### src/rtl/uart_pkg.sv
// Shared UART definitions: receiver state encoding and frame geometry.
package uart_pkg;

  typedef enum logic [2:0] {
    IDLE,
    START,
    DATA,
    STOP,
    WAIT_IDLE
  } uart_rx_state_t;

  localparam int unsigned UART_DATA_BITS = 8;
  localparam int unsigned UART_IDX_W     = $clog2(UART_DATA_BITS);

endpackage

### src/rtl/sync_2ff.sv
// Two-flop synchronizer for a single asynchronous input, with a selectable reset value.
module sync_2ff #(
  parameter logic RESET_VAL = 1'b1
) (
  input  logic clk,
  input  logic rst,
  input  logic d,
  output logic q
);

  logic meta;

  always_ff @(posedge clk) begin
    if (!rst) begin
      meta <= RESET_VAL;
      q    <= RESET_VAL;
    end else begin
      meta <= d;
      q    <= meta;
    end
  end

endmodule

### src/rtl/uart_rx.sv
// UART receiver: 8N1 frames, mid-bit sampling off a bit timer, byte handed out via valid/ready.
module uart_rx
  import uart_pkg::*;
#(
  parameter int unsigned CLK_FREQ  = 100_000_000,
  parameter int unsigned BODE_RATE = 115_200
) (
  input  logic                      clk,
  input  logic                      rst,
  input  logic                      rx,
  output logic [UART_DATA_BITS-1:0] rx_data,
  output logic                      rx_data_valid,
  input  logic                      rx_ready,
  output logic                      frame_err,
  output logic                      overrun
);

  localparam int unsigned CLKS_PER_BIT = CLK_FREQ / BODE_RATE;
  localparam int unsigned HALF         = CLKS_PER_BIT / 2;
  localparam int unsigned TIMER_W      = $clog2(CLKS_PER_BIT);

  localparam logic [TIMER_W-1:0]    HALF_LAST = TIMER_W'(HALF - 1);
  localparam logic [TIMER_W-1:0]    BIT_LAST  = TIMER_W'(CLKS_PER_BIT - 1);
  localparam logic [UART_IDX_W-1:0] IDX_LAST  = UART_IDX_W'(UART_DATA_BITS - 1);

  if (CLKS_PER_BIT < 4) begin : g_rate_check
    $error("uart_rx: CLK_FREQ/BODE_RATE must be at least 4");
  end

  logic                      rx_s;
  logic                      rx_prev;
  uart_rx_state_t            state;
  logic [TIMER_W-1:0]        timer;
  logic [UART_IDX_W-1:0]     bit_idx;
  logic [UART_DATA_BITS-1:0] shift;
  logic                      accept_c;

  assign accept_c = rx_data_valid && rx_ready;

  sync_2ff #(.RESET_VAL(1'b1)) u_sync (
    .clk (clk),
    .rst (rst),
    .d   (rx),
    .q   (rx_s)
  );

  // Receive FSM, bit timer and output holding register.
  always_ff @(posedge clk) begin
    if (!rst) begin
      state         <= IDLE;
      rx_prev       <= 1'b1;
      timer         <= '0;
      bit_idx       <= '0;
      shift         <= '0;
      rx_data       <= '0;
      rx_data_valid <= 1'b0;
      frame_err     <= 1'b0;
      overrun       <= 1'b0;
    end else begin
      rx_prev   <= rx_s;
      frame_err <= 1'b0;
      overrun   <= 1'b0;
      if (accept_c) begin
        rx_data_valid <= 1'b0;
      end

      case (state)
        IDLE: begin
          if (rx_prev && !rx_s) begin
            state <= START;
            timer <= '0;
          end
        end

        START: begin
          if (timer == HALF_LAST) begin
            timer <= '0;
            if (!rx_s) begin
              state   <= DATA;
              bit_idx <= '0;
            end else begin
              state <= IDLE;
            end
          end else begin
            timer <= timer + 1'b1;
          end
        end

        DATA: begin
          if (timer == BIT_LAST) begin
            timer          <= '0;
            shift[bit_idx] <= rx_s;
            if (bit_idx == IDX_LAST) begin
              state <= STOP;
            end else begin
              bit_idx <= bit_idx + 1'b1;
            end
          end else begin
            timer <= timer + 1'b1;
          end
        end

        STOP: begin
          if (timer == BIT_LAST) begin
            timer <= '0;
            if (rx_s) begin
              state <= IDLE;
              // An unaccepted byte wins; an accept in this same cycle frees the slot.
              if (rx_data_valid && !rx_ready) begin
                overrun <= 1'b1;
              end else begin
                rx_data       <= shift;
                rx_data_valid <= 1'b1;
              end
            end else begin
              frame_err <= 1'b1;
              state     <= WAIT_IDLE;
            end
          end else begin
            timer <= timer + 1'b1;
          end
        end

        WAIT_IDLE: begin
          if (rx_s) begin
            state <= IDLE;
          end
        end

        default: state <= IDLE;
      endcase
    end
  end

endmodule

### config.mk
export PLATFORM = sky130hd
export DESIGN_NAME = uart_rx
export DESIGN_NICKNAME = d
export VERILOG_FILES = /design/src/rtl/uart_pkg.sv /design/src/rtl/sync_2ff.sv /design/src/rtl/uart_rx.sv
export SDC_FILE = /design/constraint.sdc
export NUM_CORES = 1
export LEC_CHECK = 0
export CORE_MARGIN = 2
export CORE_UTILIZATION = 23
export DETAILED_ROUTE_END_ITERATION = 10
export GPL_TIMING_DRIVEN = 0
export SETUP_SLACK_MARGIN = 0.2
export SLEW_MARGIN = 0
export SYNTH_ARGS = -nofsm -noshare
export SYNTH_HDL_FRONTEND = slang
export SYNTH_SLANG_ARGS = --single-unit
### constraint.sdc
create_clock -name clk -period 1.9 [get_ports clk]
set_clock_uncertainty 0.15 [all_clocks]
set_input_delay 0.38 -clock clk [delete_from_list [all_inputs] [get_ports clk]]
set_output_delay 0.38 -clock clk [all_outputs]
set_load 0.02 [all_outputs]
==> results.json <==
{
  "layout_setup_ws_ps": 40.4,
  "rows": 33,
  "die_height_um": 96.4,
  "antennaDiodeCount": 0,
  "fmax_mhz": 538,
  "p_leak_nw": 1.00,
  "final_core_util_pct": 33.9,
  "ios": 15,
  "ir_drop_mv": 0.259,
  "finalNonFillerCells": 365,
  "io_buffer_count": 14,
  "setup_violations": 0,
  "htreeDepth": 2,
  "drc_errors": 0,
  "reg2reg_from": "timer[0]$_SDFFE_PN0P_",
  "intPower_mw": 1.35,
  "clkTransAtPathRegs_ps": 80,
  "clkPwrFrac_pct": 31.4,
  "nets": 267,
  "timing_hold_violations_final": 0,
  "final_common_cell": "dfxtp_1",
  "endpoint_kind": "register",
  "avgSynthCellArea_um2": 9.09,
  "grt_pass1_wl_mm": 7.73,
  "finalCritPeriodShare_pct": 97.9,
  "drtPass1Iterations": 4,
  "path_cells": "ha_4, and4bb_1, buf_6, buf_4, a31oi_4, nor3_2, nor4_1",
  "power_mw": 1.95,
  "synth_edf_count": 0,
  "grt_pass1_vias": 1629,
  "synthTopCellsByArea": "dfxtp_1, nand2_1, mux2i_1, a21boi_0, nand3_1",
  "grt.met1_usage_pct": 13.6,
  "core_area_mm2": 0.00826,
  "critical_path_peak_fanout": 6,
  "use_met3_pct": 1.86,
  "post_drt_wl_per_cell_um": 14.2,
  "dp_slack_ps": -403,
  "async_flop_share_pct": 0,
  "drive_gt1_share_pct": 32.7,
  "area_growth_pct": 42.7,
  "wl_mm": 5.18,
  "clockBufferDepth": 2,
  "grt_usage_pct": 10.8,
  "rsz0062_at_grt": "yes",
  "busiest_layer": "met2",
  "tightest_slew_ps": 696,
  "worst_hold_path_type": "register to register",
  "start_kind": "register",
  "die_w_um": 96.4,
  "grt_overflow": 0,
  "netlist_area_mm2": 0.00196,
  "yosysSeqAreaShare_pct": 38.7,
  "powerDensity_mw_per_mm2": 696,
  "slew-limit-headroom_pct": 53.5,
  "hpwl_mm": 3.00,
  "min_to": "u_sync.q$_SDFF_PN1_",
  "num_vias": 1793,
  "cts.sinks": 38,
  "grt_max_degree": 13,
  "die_area_mm2": 0.00930,
  "cpPeakStageDelay_ps": 380,
  "swShare_pct": 30.8,
  "drv_cap": 0,
  "pwr-share-seq_pct": 44.1,
  "r2r_slack_ps": 40,
  "min_from": "u_sync.meta$_SDFF_PN1_",
  "synth_cell_type_count": 54,
  "cp_slowest_cell": "dfxtp_4",
  "layout_common_cells": "dfxtp_1, nand2_1, buf_4, dlygate4sd2_1",
  "cp_data_arrival_time_ps": 1920,
  "yosysTopAreaCell": "dfxtp_1",
  "vias_per_cell": 4.91,
  "combPwrFrac_pct": 24.5,
  "cts_tree": "built",
  "place.gp.congestion": 0.755,
  "cts_root_buf": "clkbuf_8",
  "critPathKind": "register to register",
  "timing.rr.end": "timer[6]$_SDFFE_PN0P_",
  "ys_ff_latch": 38,
  "period_needed_ps": 1860,
  "placedCellCount": 335,
  "ant_nets": 0,
  "synth_top_area_share_pct": 38.7,
  "start_util_pct": 23.8,
  "status": "finished clean",
  "reg2reg_depth": 7,
  "use_met2_pct": 17.9,
  "whs_path_depth": 1,
  "synth.net_count": 224,
  "ys.flop_type": "dfxtp_1",
  "drv_slew": 0,
  "dr.first_iter.drc_count": 76,
  "netlist_instances": 216,
  "synth_warnings": 0,
  "insertion_delay_ps": 300,
  "power_switching_mw": 0.600,
  "required_ps": 1960,
  "antenna_found_initial": 0,
  "numCtsBuffers": 5
}
flip-flops by register name, indices dropped and copies added, names as in the netlist:
| signal | flops |
|---|---|
| state | 3 |
| bit_idx | 3 |
| shift | 8 |
| rx_data | 8 |
| rx_data_valid | 1 |
| overrun | 1 |
| timer | 10 |
| u_sync.meta | 1 |
| rx_prev | 1 |
| frame_err | 1 |
| u_sync.q | 1 |
critical path, delay by kind of cell (launching register included):
kind	cells	cell delay, ps
fa+ha+maj	1	160
buf+inv	2	280
compound gates	1	280
flops	1	380
simple gates	3	520
power by group through the flow:
stage,Sequential (mW),Clock [mW],Combinational [mW]
finish,0.860,0.612,0.479
global route,0.864,0.646,0.512
CTS,0.860,0.625,0.456
detailed placement,0.871,0,0.356
global placement,0.871,0,0.348
floorplan,0.867,0,0.281
cell usage after synthesis (2+ instances only):
cell type / count
buf_2: 4
a21oi_1: 3
and2_1: 3
nor2b_1: 4
nand4_1: 4
o22ai_1: 5
buf_4: 2
nand3_1: 12
nor4_1: 2
o211ai_1: 2
or3_1: 3
dfxtp_1: 38
ha_1: 4
and4_1: 3
and3_1: 3
nand2_1: 26
nand2b_1: 7
nor3b_4: 2
mux2i_1: 9
inv_1: 3
a21boi_0: 12
and4b_1: 2
nor4b_2: 3
nor2_1: 9
clkbuf_1: 8
a31oi_1: 3
nand4b_1: 2
o21ai_0: 12
metrics by stage:
stage | setup TNS, ps | instance area, um2 | hold slack [ps]
final | 0 | 2800 | 262
after CTS | 0 | 2670 | 262
after global routing | -263 | 2800 | 272
after global placement | -4820 | 2310 | 239
after floorplan | 0 | 2030 | 236
after detailed placement | -4740 | 2310 | 247
layer usage:
layer / wire length [um] / up-vias
li1: - / 886
met1: 2400 / 866
met2: 2470 / 36
met3: 209 / 5
met4: 96 / 0
met5: 0 / -
cells by family (layout without fill, tap and decap cells):
| family | count (synthesis) | count (layout) | share of synthesized area [%] |
|---|---|---|---|
| mux | 9 | 9 | 4.59 |
| xor+xnor | 1 | 1 | 0.446 |
| compound gates | 52 | 54 | 19.9 |
| fa+ha+maj | 4 | 4 | 2.55 |
| flops | 38 | 38 | 38.7 |
| simple gates | 92 | 92 | 28.9 |
| buf+inv | 20 | 62 | 4.90 |
how the worst max path moves through the flow:
stage	from	end	slack [ps]
2_1_floorplan	timer[1]$_SDFFE_PN0P_	bit_idx[0]$_SDFFE_PN0P_	150
3_3_place_gp	rst	timer[0]$_SDFFE_PN0P_	-440
3_5_place_dp	rst	timer[0]$_SDFFE_PN0P_	-400
4_1_cts	state[0]$_SDFFE_PN0P_	bit_idx[1]$_SDFFE_PN0P_	60
5_1_grt	timer[0]$_SDFFE_PN0P_	shift[4]$_SDFFE_PN0P_	-50
6_report	timer[0]$_SDFFE_PN0P_	timer[6]$_SDFFE_PN0P_	40
what timing repair did:
item                                    4_1_cts  5_1_grt
buffers inserted                             14        5
hold endpoints to repair                      0        0
endpoints found under the setup margin       45       34
pin swaps                                    15       15
hold buffers                                  0        0
gates cloned                                  1        2
resized for setup                            49       32
area by class of cell:
class                      instances  area (um2)
tap                              105         131
buffer                            17         123
clock buffer                       6        82.6
multi-input combinational        160        1380
clock inverter                     2        11.3
timing repair buffer              34         292
sequential                        38         776
fill                             826        5460
inverter                           3        11.3
(Power assumes the default switching activity.)
